===== src/rtl/matrix_printer_pkg.sv =====
// Shared constants and state encodings for the matrix UART printer.
package matrix_printer_pkg;

  // POW10[i] = 10**i; the serializer walks i from 9 down to 0.
  localparam logic [9:0][31:0] POW10 = {
    32'd1000000000, 32'd100000000, 32'd10000000, 32'd1000000, 32'd100000,
    32'd10000,      32'd1000,      32'd100,      32'd10,      32'd1
  };

  localparam logic [7:0] SPACE = 8'h20;
  localparam logic [7:0] MINUS = 8'h2D;
  localparam logic [7:0] CR    = 8'h0D;
  localparam logic [7:0] LF    = 8'h0A;
  localparam logic [7:0] ZERO  = 8'h30;

  typedef enum logic [2:0] {
    StIdle, StFetch, StWait, StSign, StDigits, StSep, StLf, StDone
  } state_e;

  typedef enum logic [1:0] {SerIdle, SerCalc, SerOut} ser_state_e;

endpackage


===== src/rtl/matrix_uart_printer_if.sv =====
// UART TX byte stream plus BRAM read port of the matrix printer.
interface matrix_uart_printer_if #(
  parameter int unsigned DATA_WIDTH = 32,
  parameter int unsigned ADDR_WIDTH = 14
);
  logic [7:0]            uart_tx_data;
  logic                  uart_tx_valid;
  logic                  uart_tx_ready;
  logic [ADDR_WIDTH-1:0] bram_rd_addr;
  logic [DATA_WIDTH-1:0] bram_rd_data;

  modport master (
    output uart_tx_data, uart_tx_valid, bram_rd_addr,
    input  uart_tx_ready, bram_rd_data
  );

  modport slave (
    input  uart_tx_data, uart_tx_valid, bram_rd_addr,
    output uart_tx_ready, bram_rd_data
  );
endinterface


===== src/rtl/dec_digit_serializer.sv =====
// Converts a 32-bit unsigned magnitude into MSB-first ASCII digits by repeated
// subtraction of powers of ten, suppressing leading zeros.
module dec_digit_serializer
  import matrix_printer_pkg::*;
(
  input  logic        clk,
  input  logic        rst,
  input  logic        load,
  input  logic [31:0] value,
  output logic [7:0]  digit,
  output logic        digit_valid,
  output logic        digit_last,
  input  logic        digit_ready
);

  ser_state_e  state_q, state_d;
  logic [31:0] rem_q, rem_d;
  logic [3:0]  idx_q, idx_d;
  logic [3:0]  cnt_q, cnt_d;
  logic        started_q, started_d;

  always_comb begin
    state_d     = state_q;
    rem_d       = rem_q;
    idx_d       = idx_q;
    cnt_d       = cnt_q;
    started_d   = started_q;
    digit       = ZERO + {4'd0, cnt_q};
    digit_valid = (state_q == SerOut);
    digit_last  = (idx_q == 4'd0);
    unique case (state_q)
      SerIdle: begin
        if (load) begin
          rem_d     = value;
          idx_d     = 4'd9;
          cnt_d     = 4'd0;
          started_d = 1'b0;
          state_d   = SerCalc;
        end
      end
      SerCalc: begin
        if (rem_q >= POW10[idx_q]) begin
          rem_d = rem_q - POW10[idx_q];
          cnt_d = cnt_q + 4'd1;
        end else if (cnt_q != 4'd0 || started_q || idx_q == 4'd0) begin
          state_d = SerOut;
        end else begin
          // Leading zero: drop it and move to the next power.
          idx_d = idx_q - 4'd1;
        end
      end
      SerOut: begin
        if (digit_ready) begin
          if (idx_q == 4'd0) begin
            state_d = SerIdle;
          end else begin
            idx_d     = idx_q - 4'd1;
            cnt_d     = 4'd0;
            started_d = 1'b1;
            state_d   = SerCalc;
          end
        end
      end
      default: state_d = SerIdle;
    endcase
  end

  always_ff @(posedge clk or posedge rst) begin
    if (rst) begin
      state_q   <= SerIdle;
      rem_q     <= '0;
      idx_q     <= '0;
      cnt_q     <= '0;
      started_q <= 1'b0;
    end else begin
      state_q   <= state_d;
      rem_q     <= rem_d;
      idx_q     <= idx_d;
      cnt_q     <= cnt_d;
      started_q <= started_d;
    end
  end

endmodule


===== src/rtl/matrix_uart_printer.sv =====
// Reads a row-major signed matrix from BRAM and prints it as decimal text over UART TX.
// MATRIX_PRINTER_HEADER_EN: prefix the output with a "<rows> <cols>" CR LF line.
module matrix_uart_printer
  import matrix_printer_pkg::*;
#(
  parameter int unsigned DATA_WIDTH   = 32,
  parameter int unsigned ADDR_WIDTH   = 14,
  parameter int unsigned BRAM_LATENCY = 1
) (
  input  logic                  clk,
  input  logic                  rst,
  input  logic                  start,
  input  logic [ADDR_WIDTH-1:0] base_addr,
  input  logic [7:0]            rows,
  input  logic [7:0]            cols,
  output logic                  busy,
  output logic                  done,
  matrix_uart_printer_if.master bus
);

`ifdef MATRIX_PRINTER_HEADER_EN
  localparam bit HeaderEn = 1'b1;
`else
  localparam bit HeaderEn = 1'b0;
`endif

  state_e                state_q, state_d;
  logic [ADDR_WIDTH-1:0] addr_q, addr_d, base_q, base_d;
  logic [7:0]            rows_q, rows_d, cols_q, cols_d;
  logic [7:0]            row_q, row_d, col_q, col_d;
  logic [1:0]            wait_q, wait_d;
  logic                  hdr_q, hdr_d, hdr_cols_q, hdr_cols_d;

  logic                  ser_load, ser_valid, ser_last, ser_ready;
  logic [31:0]           ser_value;
  logic [7:0]            ser_digit;
  logic                  tx_valid;
  logic [7:0]            tx_data;
  logic                  data_neg, last_col;
  logic [DATA_WIDTH-1:0] data_mag;

  assign data_neg = bus.bram_rd_data[DATA_WIDTH-1];
  assign data_mag = data_neg ? -bus.bram_rd_data : bus.bram_rd_data;
  assign last_col = hdr_q ? hdr_cols_q : (col_q == cols_q - 8'd1);

  always_comb begin
    state_d    = state_q;
    addr_d     = addr_q;
    base_d     = base_q;
    rows_d     = rows_q;
    cols_d     = cols_q;
    row_d      = row_q;
    col_d      = col_q;
    wait_d     = wait_q;
    hdr_d      = hdr_q;
    hdr_cols_d = hdr_cols_q;
    ser_load   = 1'b0;
    ser_value  = '0;
    ser_ready  = 1'b0;
    tx_valid   = 1'b0;
    tx_data    = 8'h00;
    unique case (state_q)
      StIdle: begin
        if (start) begin
          rows_d = rows;
          cols_d = cols;
          base_d = base_addr;
          row_d  = '0;
          col_d  = '0;
          if (HeaderEn) begin
            hdr_d      = 1'b1;
            hdr_cols_d = 1'b0;
            ser_load   = 1'b1;
            ser_value  = {24'd0, rows};
            state_d    = StDigits;
          end else if (rows == 8'd0 || cols == 8'd0) begin
            state_d = StDone;
          end else begin
            addr_d  = base_addr;
            state_d = StFetch;
          end
        end
      end
      StFetch: begin
        wait_d  = '0;
        state_d = StWait;
      end
      StWait: begin
        if (wait_q == 2'(BRAM_LATENCY - 1)) begin
          ser_load  = 1'b1;
          ser_value = 32'(data_mag);
          state_d   = data_neg ? StSign : StDigits;
        end else begin
          wait_d = wait_q + 2'd1;
        end
      end
      StSign: begin
        tx_valid = 1'b1;
        tx_data  = MINUS;
        if (bus.uart_tx_ready) state_d = StDigits;
      end
      StDigits: begin
        // Digits pass straight through; the serializer registers valid and data.
        tx_valid  = ser_valid;
        tx_data   = ser_digit;
        ser_ready = bus.uart_tx_ready;
        if (ser_valid && bus.uart_tx_ready && ser_last) state_d = StSep;
      end
      StSep: begin
        tx_valid = 1'b1;
        tx_data  = last_col ? CR : SPACE;
        if (bus.uart_tx_ready) begin
          if (last_col) begin
            state_d = StLf;
          end else if (hdr_q) begin
            hdr_cols_d = 1'b1;
            ser_load   = 1'b1;
            ser_value  = {24'd0, cols_q};
            state_d    = StDigits;
          end else begin
            col_d   = col_q + 8'd1;
            addr_d  = addr_q + 1'b1;
            state_d = StFetch;
          end
        end
      end
      StLf: begin
        tx_valid = 1'b1;
        tx_data  = LF;
        if (bus.uart_tx_ready) begin
          if (hdr_q) begin
            hdr_d = 1'b0;
            if (rows_q == 8'd0 || cols_q == 8'd0) begin
              state_d = StDone;
            end else begin
              addr_d  = base_q;
              state_d = StFetch;
            end
          end else if (row_q == rows_q - 8'd1) begin
            state_d = StDone;
          end else begin
            row_d   = row_q + 8'd1;
            col_d   = '0;
            addr_d  = addr_q + 1'b1;
            state_d = StFetch;
          end
        end
      end
      StDone: state_d = StIdle;
      default: state_d = StIdle;
    endcase
  end

  always_ff @(posedge clk or posedge rst) begin
    if (rst) begin
      state_q    <= StIdle;
      addr_q     <= '0;
      base_q     <= '0;
      rows_q     <= '0;
      cols_q     <= '0;
      row_q      <= '0;
      col_q      <= '0;
      wait_q     <= '0;
      hdr_q      <= 1'b0;
      hdr_cols_q <= 1'b0;
    end else begin
      state_q    <= state_d;
      addr_q     <= addr_d;
      base_q     <= base_d;
      rows_q     <= rows_d;
      cols_q     <= cols_d;
      row_q      <= row_d;
      col_q      <= col_d;
      wait_q     <= wait_d;
      hdr_q      <= hdr_d;
      hdr_cols_q <= hdr_cols_d;
    end
  end

  dec_digit_serializer u_ser (
    .clk         (clk),
    .rst         (rst),
    .load        (ser_load),
    .value       (ser_value),
    .digit       (ser_digit),
    .digit_valid (ser_valid),
    .digit_last  (ser_last),
    .digit_ready (ser_ready)
  );

  assign bus.uart_tx_valid = tx_valid;
  assign bus.uart_tx_data  = tx_data;
  assign bus.bram_rd_addr  = addr_q;
  assign busy = (state_q != StIdle) && (state_q != StDone);
  assign done = (state_q == StDone);

endmodule


===== src/flat_wrapper.sv =====
// flat-port wrapper written by rule: the top's interface ports become plain ports
module matrix_uart_printer_flat import matrix_printer_pkg::*;
#(
  parameter int unsigned DATA_WIDTH   = 32,
  parameter int unsigned ADDR_WIDTH   = 14,
  parameter int unsigned BRAM_LATENCY = 1
)
  (clk, rst, start, base_addr, rows, cols, busy, done, bus_uart_tx_data, bus_uart_tx_valid, bus_bram_rd_addr, bus_uart_tx_ready, bus_bram_rd_data);
  matrix_uart_printer_if #(.DATA_WIDTH(DATA_WIDTH), .ADDR_WIDTH(ADDR_WIDTH)) bus_i ();
  input  logic clk;
  input  logic rst;
  input  logic start;
  input  logic [ADDR_WIDTH-1:0] base_addr;
  input  logic [7:0] rows;
  input  logic [7:0] cols;
  output logic busy;
  output logic done;
  output wire logic [$bits(bus_i.uart_tx_data)-1:0] bus_uart_tx_data;
  output wire logic [$bits(bus_i.uart_tx_valid)-1:0] bus_uart_tx_valid;
  output wire logic [$bits(bus_i.bram_rd_addr)-1:0] bus_bram_rd_addr;
  input wire logic [$bits(bus_i.uart_tx_ready)-1:0] bus_uart_tx_ready;
  input wire logic [$bits(bus_i.bram_rd_data)-1:0] bus_bram_rd_data;
  assign bus_uart_tx_data = bus_i.uart_tx_data;
  assign bus_uart_tx_valid = bus_i.uart_tx_valid;
  assign bus_bram_rd_addr = bus_i.bram_rd_addr;
  assign bus_i.uart_tx_ready = bus_uart_tx_ready;
  assign bus_i.bram_rd_data = bus_bram_rd_data;
  matrix_uart_printer #(.DATA_WIDTH(DATA_WIDTH), .ADDR_WIDTH(ADDR_WIDTH), .BRAM_LATENCY(BRAM_LATENCY)) u_core (.clk(clk), .rst(rst), .start(start), .base_addr(base_addr), .rows(rows), .cols(cols), .busy(busy), .done(done), .bus(bus_i));
endmodule

===== config.mk =====
export PLATFORM = sky130hd
export DESIGN_NAME = matrix_uart_printer_flat
export DESIGN_NICKNAME = d
export VERILOG_FILES = /design/src/rtl/matrix_printer_pkg.sv /design/src/rtl/matrix_uart_printer_if.sv /design/src/rtl/dec_digit_serializer.sv /design/src/rtl/matrix_uart_printer.sv /design/src/flat_wrapper.sv
export SDC_FILE = /design/constraint.sdc
export NUM_CORES = 1
export LEC_CHECK = 0
export ABC_CLOCK_PERIOD_IN_PS = 8100
export BUFFER_PORTS_ARGS = -buffer_cell sky130_fd_sc_hd__buf_2
export CELL_PAD_IN_SITES_DETAIL_PLACEMENT = 1
export CELL_PAD_IN_SITES_GLOBAL_PLACEMENT = 1
export CORE_ASPECT_RATIO = 0.6
export CORE_MARGIN = 5
export CORE_UTILIZATION = 23
export CTS_BUF_LIST = sky130_fd_sc_hd__clkbuf_2 sky130_fd_sc_hd__clkbuf_4 sky130_fd_sc_hd__clkbuf_8
export CTS_CLUSTER_SIZE = 28
export DETAILED_ROUTE_END_ITERATION = 6
export GPL_TIMING_DRIVEN = 0
export PLACE_DENSITY = 0.54
export SLEW_MARGIN = 20
export SYNTH_ARGS = -nofsm -noshare
export SYNTH_HDL_FRONTEND = slang
export SYNTH_HIERARCHICAL = 1
export SYNTH_SLANG_ARGS = --single-unit

===== constraint.sdc =====
create_clock -name clk -period 8.1 [get_ports clk]
set_clock_uncertainty 0.15 [all_clocks]
set_input_delay 0.81 -clock clk [delete_from_list [all_inputs] [get_ports clk]]
set_output_delay 0.81 -clock clk [all_outputs]
set_load 0.01 [all_outputs]

# Word level (Yosys, flattened, before mapping)
# Memories as Yosys holds them, arrays and structs flattened.
# Cells that the tools add are included.
[word_totals]
romBits = 512
n_memories = 1
out_inout_bits = 25
regBits = 94
[mem_list]
columns = ["name", "depth", "width", "read_ports", "rd_clocked_by_memory_dff", "wr", "line_no", "source"]
rows = [
  ["(name not given)", 16, 32, 1, 0, 0, "dec_digit_serializer.sv:43", "rem_d = rem_q - POW10[idx_q];"],
]
[classes]
order_cmp = 2
mux = 63
eq_ne = 29
n_reduce_logical = 32
addsub = 11
[op_table]
columns = ["op", "count"]
rows = [
  ["$mux 32", 6],
  ["$mux 14", 6],
  ["$pmux 32 s2", 1],
  ["$mux 8", 7],
  ["$pmux 14 s3", 1],
  ["$mux 4", 9],
  ["$ge 32x32->1", 1],
  ["$neg 32->32", 1],
  ["$pmux 8 s4", 1],
  ["$sub 32x32->32", 1],
  ["$mux 3", 10],
  ["$ne 2x2->1 const B", 14],
  ["$pmux 3 s8", 1],
  ["$pmux 4 s3", 2],
  ["$pmux 8 s3", 1],
  ["$reduce_and 6->1", 3],
  ["$add 8x1->8 const B", 2],
  ["$eq 8x8->1", 2],
  ["$logic_not 8->1", 2],
  ["$pmux 8 s2", 1],
  ["$sub 8x1->8 const B", 2],
  ["$add 14x1->14 const B", 1],
  ["$eq 3x3->1 const B", 4],
  ["$reduce_and 4->1", 3],
  ["30 further kinds", 55],
]

# Longest topological paths before layout
# Gate-level depths: netlist of the first run.
[logic_depth]
depth_word = 6
ltp_mapped = 17

# Hierarchy
# Netlist of the first run, hierarchy kept.
[by_module_without_submodules]
columns = ["module", "cells_per_inst", "seq_area_each_um2", "n_inst", "area_per_inst_um2"]
rows = [
  ["dec_digit_serializer", 551, 1076.0, 1, 4332.9],
  ["matrix_uart_printer", 544, 1276.2, 1, 4266.6],
]

# Least setup slack after synthesis of the first run
# No wires, ideal clock.
[synth_path]
kind = "register -> register"
start = "register u_core.u_ser.idx_q[0]"
end = "register u_core.u_ser.rem_q[30]"
period_less_slack_ns = 3.477
setup_ns = 0.146
stages_incl_launch_ff = 16
path_slack_ns = 4.623
required_time_ns = 7.804
arrival_ns = 3.181
path_cell_list = "dfrtp_1 -> clkbuf_1 -> inv_1 -> ha_1 -> nand2_1 -> inv_1 -> ha_1 -> fa_1 -> nand2b_1 -> a211oi_2 -> nor2_1 -> o311ai_2 -> a21oi_1 -> o211ai_1 -> mux2i_1 -> a21oi_1"
[synth_between]
elab_chain_len = 5
[synth_rtl]
columns = ["element", "line_no", "source"]
rows = [
  ["start: declaration", "dec_digit_serializer.sv:18", "logic [3:0] idx_q, idx_d;"],
  ["start signal: assignment", "dec_digit_serializer.sv:78", "idx_q <= idx_d;"],
  ["$mem_v2 16x32 (*)", "--", ""],
  ["$mux 32 (implied by the code) (*)", "dec_digit_serializer.sv:43", ""],
  ["$sub 32x32->32 / $ge 32x32->1 (equally long branches)", "dec_digit_serializer.sv:43, dec_digit_serializer.sv:42", ""],
  ["$mux 32 / $ne 2x2->1 (equally long branches)", "--", ""],
  ["$pmux 32 s2 / $reduce_and 3->1 (equally long branches)", "--", ""],
  ["end signal: assignment", "dec_digit_serializer.sv:77", "rem_q <= rem_d;"],
  ["end: declaration", "dec_digit_serializer.sv:17", "logic [31:0] rem_q, rem_d;"],
]
# Mark *: on every way between the ends. The rest lies on a longest branch, timed or not. The select of a mux whose other input is x is not followed.
# A chain may end at the register's enable or synchronous reset.

# Worst setup path in the final report of the first run
# Same ends and word-level chain as after synthesis.

==> summary.md, run 1 <==
| Metric | Value |
|---|---|
| Status | `complete, no violations` |
| Vias per cell | `4.99` |
| Slowest cell delay on critical path | `0.63 ns` |
| Top post-synthesis cells by area | `dfrtp_1 27%, ha_1 7.3%, a21oi_1 6.6%, nor2_1 5.7%, xor2_1 4.9%` |
| FFs w/ async S/R, synth | `100%` |
| Bufs and invs on worst path | `3` |
| Antenna-violating nets left | `0` |
| Final wirelength | `33.3 mm` |
| Post-CTS Hold Buffers | `0` |
| PortBufs | `87` |
| Clk slew on worst S/H paths | `0.12 ns` |
| HPWL after detailed placement | `26.1 mm` |
| TritonCTS clock tree | `done` |
| Main synth FF type | `dfrtp_1` |
| Sinks on Clock Net | `94` |
| CP top delay family | `compound AO/OA/AOI/OAI gates` |
| Residual DRC | `0` |
| Multi-input gate area | `5760 µm²` |
| CTS root buf | `clkbuf_8` |
| Crit-path slowest cell | `o311ai_2` |
| Cell variety after synth | `88` |
| Largest net degree at the start of global routing | `46` |
| Post-CTS Setup Repair Bufs | `0` |
| Core area | `36600 µm²` |
| Synth-to-Final Area Change | `15.8%` |
| Final setup fails | `0` |
| Rows | `54` |
| P_leak | `4.19 nW` |
| Crit Path Max Fanout | `8` |
| Average wire per cell in the routed design | `19.5 µm` |
| GR peak layer | `met1` |
| Post-synth top cells | `131 x nor2_1, 113 x a21oi_1, 110 x nand2_1` |
| Max Clk Rate | `211 MHz` |
| Yosys reg bits | `94` |
| Mapped cell area | `8600 µm²` |
| CP arrival | `4.88 ns` |
| EDFF count, synth | `0` |
| H-Tree Level Count | `3` |
| GRT overflow | `0` |
| Synth area leader | `dfrtp_1` |
| Tcrit/Tclk final | `58.6%` |
| Relative slew slack | `31.2%` |
| Cts repair resizes | `0` |
| Share of cells above drive strength 1 | `14.6%` |
| Slew Limit Fails | `0` |
| Sequential share of the synthesized area | `27.4%` |
| Starting density of the core | `23.5%` |
| Final period demand of the worst path | `4.75 ns` |
| Max Cap Viol | `0` |
| RSZ-0062 raised after global routing | `false` |
| Final total power | `4.74 mW` |
| Die area | `41500 µm²` |
| Global placer's final weighted congestion | `0.863` |
| WS Path Type | `register to register` |
| Worst path required time | `8.23 ns` |
| M1 GR Usage | `26.0%` |
| Worst hold slack | `0.139 ns` |
| Startpoint types | `register` |
| First-pass GRT wire length | `51.8 mm` |
| Antenna violations before repair | `2` |
| Max clock buf depth | `2` |
| Mean Syn Cell Area | `7.85 µm²` |
| Critical path, cell by cell | `clkbuf_1, inv_1, ha_1, nand2_1, inv_1, ha_1, fa_1, nand2b_1, a211oi_2, nor2_1, o311ai_2, a21oi_1, o211ai_1, mux2i_1, a21oi_1` |
| 1st-iter DRT viols | `621` |
| Fill count | `4530` |
| Number of global-route vias before repair | `8489` |
| Worst VDD drop | `0.000129 V` |
| Most frequent cell after synthesis | `nor2_1` |
| Pwr Density | `477 nW/µm²` |
| Die height | `160 µm` |
| Worst Max-Slew Pin Slew | `1.03 ns` |
| GRT met2 Usage | `21.2%` |
| Initial DRT Pass Iterations | `5` |
| M3 GR Usage | `2.56%` |
| Via count | `8518` |
| Cell count after synthesis | `1095` |
| Crit path capture type | `register` |
| I/O pins | `91` |
| Die width | `260 µm` |
| Setup TNS | `0 ns` |
| Final #Nets | `1313` |
| Worst-Skew Late Latency | `0.43 ns` |
| CTS buffer count | `9` |
| GR Util All Layers | `15.8%` |
| Register area | `2350 µm²` |
| Top cell type's share of synthesized area | `27.4%` |
| Final hold vios | `0` |
| HP Class | `input port to async pin` |
| Yosys warns | `6` |
==> path summary, 6_finish.rpt <==
path	startpoint	end	slack [ns]	depth (start not counted)
worst min-delay path	rst	u_core/rows_q[6]	0.14	2
worst min register to register	u_core/wait_q[0]	u_core/wait_q[0]	0.35	2
worst max-delay path	u_core/u_ser/idx_q[0]	u_core/u_ser/rem_q[30]	3.35	15
max in group asynchronous	rst	u_core/u_ser/rem_q[8]	6.99	2
worst max register to register	u_core/u_ser/idx_q[0]	u_core/u_ser/rem_q[30]	3.35	15
min in group clk	u_core/wait_q[0]	u_core/wait_q[0]	0.35	2
==> through the flow <==
stage | instances | instance area (µm²) | setup slack (ns) | util, %
detailed placement | 1689 | 9710 | 3.47 | 26.5
global placement | 1688 | 9670 | 3.44 | 26.4
global route | 1707 | 9950 | 3.10 | 27.2
CTS | 1705 | 9950 | 3.42 | 27.2
floorplan | 1097 | 8610 | 4.62 | -
finish | 1707 | 9950 | 3.35 | 27.2
==> cell usage in the layout (no fill, tap or decap), types with 7 or more instances in the layout <==
master	n
a211oi_1	7
a21o_1	9
a21oi_1	113
a31oi_1	17
a41oi_1	8
and3_1	16
buf_2	99
clkbuf_1	34
clkbuf_8	10
dfrtp_1	94
ha_1	50
inv_1	40
mux2_2	13
mux2i_1	23
nand2_1	110
nand2b_1	24
nand3_1	30
nand4_1	15
nor2_1	131
nor2b_1	10
nor3_1	20
nor4_1	11
o211ai_1	9
o21ai_0	57
o21ai_1	9
o31ai_1	14
o41ai_1	7
or3_1	11
xnor2_1	31
xor2_1	48
==> sequential cells by signal, summed over array words and instances, names as in the netlist, 2 cells and up <==
name / flops
u_core/u_ser/rem_q: 32
u_core/bus.bram_rd_addr: 14
u_core/col_q: 8
u_core/cols_q: 8
u_core/row_q: 8
u_core/rows_q: 8
u_core/u_ser/cnt_q: 4
u_core/u_ser/idx_q: 4
u_core/state_q: 3
u_core/u_ser/state_q: 2
u_core/wait_q: 2
==> logic make-up (layout without fill, tap and decap cells) <==
logic type      after synthesis  count (layout)  synth area share [%]
simple gates                408             408                  22.6
compound gates              317             317                  23.9
buf+inv                     106             210                  5.78
flops                        94              94                  27.4
xor+xnor                     79              79                  8.05
fa+ha+maj                    51              51                  7.51
mux                          38              38                  4.73
other cells                   2               6                0.0873
==> routing by layer <==
layer  vias up  wire (µm)  share of wire, %
met3        16       1180               3.5
li1       4131          -                 -
met1      4235      18600                56
met5         -          0                 0
met2       136      13200                40
met4         0        334               1.0
==> cell type report <==
type	instances	share of cell area (%)
multi-input cells	897	57.8
flip-flops and latches	94	23.6
well taps	504	6.33
repair buffers	88	4.65
plain buffers	62	3.33
inverters	44	1.71
clock buffers	9	1.24
clock inverters	7	1.21
diodes	2	0.0503
==> where the power goes <==
group          switching, mW  total, mW  internal [mW]
logic                   2.17       3.44           1.27
registers              0.208      0.882          0.674
clock network          0.214      0.420          0.206
Power figures use the tool's default switching activity.
==> run 2: changes to the inputs <==
Settings changed: ABC_AREA set to 1, ABC_CLOCK_PERIOD_IN_PS 8100 to 4150, PLACE_DENSITY 0.54 to 0.59.
Clock period 8.1 ns to 4.15 ns, I/O delays scaled along.
==> run 2 against run 1 <==
Compared with the run above: via count up 23%; synthesized cell count up 47%; power up 83%; sequential power up 75%; global-route usage up 0.34 points; critical path type unchanged; critical endpoint is now u_core/u_ser/rem_q[17].
==> summary.md, run 2 <==
| Metric | Value |
|---|---|
| Cell count after synthesis | `1611 (+47%)` |
| Vias per cell | `4.64 (-7.0%)` |
| Final wirelength | `37.0 mm (+11%)` |
| Most frequent cell after synthesis | `nand2_1` |
| Hold Startpoint | `cols[6]` |
| Synth-to-Final Area Change | `14.7%` |
| Share of cells above drive strength 1 | `9.95% (-4.6 points)` |
| I/O pins | `91 (unchanged)` |
| Cell variety after synth | `46 (-48%)` |
| Worst hold slack | `0.0935 ns (-0.0455 ns)` |
| Reg2reg start | `u_core/u_ser/idx_q[0]` |
| Antenna violations before repair | `0 (-2)` |
| Largest Register | `u_core/u_ser/rem_q` |
| Worst-Skew Late Latency | `0.43 ns (about the same)` |
| Worst path required time | `4.36 ns (-3.87 ns)` |
| Final #Nets | `1831 (+39%)` |
| Worst Max-Slew Pin Slew | `0.849 ns (-0.184 ns)` |
| Pwr Density | `799 nW/µm² (+68%)` |
| Residual DRC | `0 (unchanged)` |
| PortBufs | `88 (+1.1%)` |
| Max clock buf depth | `2 (unchanged)` |
| Final setup fails | `0 (unchanged)` |
| 1st-iter DRT viols | `627 (+0.97%)` |
| Tcrit/Tclk final | `95.1% (+36 points)` |
| Slew Limit Fails | `0 (unchanged)` |
| WHS Path Cells | `3` |
| Mean Syn Cell Area | `5.89 µm² (-25%)` |
| Top post-synthesis cells by area | `dfrtp_1 25%, nand2_1 24%, inv_1 9.5%, ha_1 6.6%, nor2_1 5.4%` |
| Via count | `10.4k (+23%)` |
| Commonest non-fill, non-tap cell in the layout | `nand2_1` |
| Worst hold path endpoint | `u_core/cols_q[6]` |
| Final total power | `8.70 mW (+83%)` |
| Crit Path Max Fanout | `10 (+2)` |
| Setup TNS | `0 ns (unchanged)` |
| Sinks on Clock Net | `94 (unchanged)` |
| TritonCTS clock tree | `done` |
| Slowest cell delay on critical path | `0.60 ns (-0.03 ns)` |
| Number of global-route vias before repair | `10.2k (+20%)` |
| WS Path Type | `register to register` |
| Post-synth top cells | `618 x nand2_1, 241 x inv_1, 137 x nor2_1` |
| Yosys reg bits | `94 (unchanged)` |
| HPWL after detailed placement | `31.3 mm (+20%)` |
| Commonest non-fill, non-tap cells in the layout | `618 x nand2_1, 239 x inv_1, 135 x nor2_1` |
| HP Class | `input port to register` |
| Mapped cell area | `9480 µm² (+10%)` |
| Clk slew on worst S/H paths | `0.12 ns (about the same)` |
| Worst VDD drop | `0.000220 V (+71%)` |
| CP top delay family | `simple AND/OR/NAND/NOR gates` |
| RR Endpoint | `u_core/u_ser/rem_q[17]` |
| Rows | `57 (+5.6%)` |
| Fill count | `5290 (+17%)` |
| FFs w/ async S/R, synth | `100% (unchanged)` |
| P_leak | `5.96 nW (+42%)` |
| Sequential share of the synthesized area | `24.8% (-2.6 points)` |
| Status | `complete, no violations` |
| Antenna cells | `0 (-2)` |
| CP arrival | `4.15 ns (-0.73 ns)` |
| Finished Layout Cells | `2250 (+32%)` |
| Number of instances in the placed design | `2234 (+32%)` |
| Starting density of the core | `23.4% (-0.11 points)` |
| Bufs and invs on worst path | `2 (-1)` |
| Synth area leader | `dfrtp_1` |
| Worst path most repeated cell | `nand2_1` |
| Top cell type's share of synthesized area | `24.8% (-2.6 points)` |
| Reg2Reg Setup Slack | `0.20 ns (-3.15 ns)` |
| Multi-input gate area | `6020 µm² (+4.5%)` |
| Crit path capture type | `register` |
| Die area | `45500 µm² (+9.8%)` |
| Largest net degree at the start of global routing | `49 (+6.5%)` |
| Initial DRT Pass Iterations | `5 (unchanged)` |
| Final period demand of the worst path | `3.95 ns (-0.805 ns)` |
| First-pass GRT wire length | `58.4 mm (+13%)` |
| Worst Reg-to-Reg Cells | `15 (unchanged)` |
| Die height | `167 µm (+4.7%)` |
| Die width | `272 µm (+4.8%)` |
| CTS buffer count | `9 (unchanged)` |
| GRT overflow | `0 (unchanged)` |
| Startpoint types | `register` |
| Average wire per cell in the routed design | `16.5 µm (-16%)` |
| Post-CTS Setup Repair Bufs | `0 (unchanged)` |
| Max Clk Rate | `253 MHz (+20%)` |
| Core area | `40600 µm² (+11%)` |
| Final hold vios | `0 (unchanged)` |
| Crit-path slowest cell | `a21boi_0` |
| Max Cap Viol | `0 (unchanged)` |
| Main synth FF type | `dfrtp_1` |
| Max reg flops | `32 (unchanged)` |
| Yosys warns | `6 (unchanged)` |
| Relative slew slack | `43.4% (+12 points)` |
| RSZ-0062 raised after global routing | `false` |
| CTS root buf | `clkbuf_8` |
| Register area | `2350 µm² (unchanged)` |
| GR Util All Layers | `16.1% (+0.34 points)` |
| EDFF count, synth | `0 (unchanged)` |
| H-Tree Level Count | `3 (unchanged)` |
| Antenna-violating nets left | `0 (unchanged)` |
| Critical path, cell by cell | `nand2_1, a21boi_0, ha_1, nand2_1, inv_1, nand2_1, nand2_1, a21oi_1, nor2_1, nor2_2, nand3_2, nand3_4, buf_2, nand2_1, nand2_1` |
| Global placer's final weighted congestion | `0.876 (+1.5%)` |
[run 2: cell count changes after synthesis, moves of 15 or more]
cell / before / now
nand2b_1: 24 / 0
a21oi_1: 113 / 71
a31oi_1: 17 / 2
nand3_1: 30 / 98
xor2_1: 48 / 24
inv_1: 42 / 241
mux2i_1: 23 / 5
nand2_1: 110 / 618
[run 2: worst max-delay path by stage]
stage                     slack (ns)  depth (start not counted)                endpoint                   from
final                           0.20                         15  u_core/u_ser/rem_q[17]  u_core/u_ser/idx_q[0]
after global routing            0.06                         15  u_core/u_ser/rem_q[31]  u_core/u_ser/idx_q[0]
after detailed placement       -0.02                         19  u_core/u_ser/rem_q[17]  u_core/u_ser/idx_q[0]
after floorplan                 1.18                         20   u_core/u_ser/rem_q[1]  u_core/u_ser/idx_q[0]
after CTS                       0.16                         19  u_core/u_ser/rem_q[17]  u_core/u_ser/idx_q[0]
after global placement          0.11                         19  u_core/u_ser/rem_q[31]  u_core/u_ser/idx_q[0]
[run 2: logic make-up after synthesis]
group / synth area share (%)
buffers and inverters: 11.9
and+or+nand+nor: 42.0
DFF: 24.8
xor gates and xnor gates: 3.79
AOI/OAI and AO/OA: 9.85
muxes: 0.765
adders and majority gates: 6.81
other: 0.0792
[run 2: layout make-up]
cell class | count | area share (%)
tap | 531 | 6.11
sequential | 94 | 21.6
inverter | 247 | 8.54
timing repair buffer | 91 | 4.65
clock buffer | 10 | 1.26
buffer | 40 | 1.83
clock inverter | 6 | 0.690
multi-input combinational | 1231 | 55.3
[run 2: worst register-to-register path: stages (launching register included)]
cell      delay, ns
dfrtp_1        0.52
nand2_1        0.48
a21boi_0       0.60
ha_1           0.41
nand2_1        0.14
inv_1          0.05
nand2_1        0.07
nand2_1        0.09
a21oi_1        0.24
nor2_1         0.08
nor2_2         0.22
nand3_2        0.17
nand3_4        0.15
buf_2          0.34
nand2_1        0.09
nand2_1        0.08
[run 2: metrics by stage]
stage               setup WS [ns]  cell area, µm²  util, %
CTS                         0.164           10900     26.8
finish                      0.205           10900     26.8
floorplan                    1.18            9490        -
global route               0.0571           10900     26.8
global placement            0.108           10600     26.1
detailed placement        -0.0156           10700     26.3
[run 2: per-layer routing]
layer / GRT usage, % / wire, µm / share of wire, % / vias up
met3: 2.69 / 1260 / 3.4 / 16
met1: 26.3 / 21000 / 57 / 5047
met2: 22.2 / 14500 / 39 / 122
li1: - / - / - / 5254
met4: 2.07 / 245 / 0.66 / 0
met5: 0 / 0 / 0 / -
[run 2: report_power, final]
part / switching, mW / leakage (nW) / total, mW / internal, mW
combinational: 4.49 / 4.65 / 6.44 / 1.95
sequential: 0.315 / 1.21 / 1.54 / 1.22
clock: 0.415 / 0.105 / 0.720 / 0.305
total: 5.22 / 5.96 / 8.70 / 3.48
[run 2: timing repair]
item                                    CTS  global route
gates resized for setup                   1             3
endpoints found under the hold margin    74             0
hold buffers                              1             0
endpoints found under the setup margin   11            36
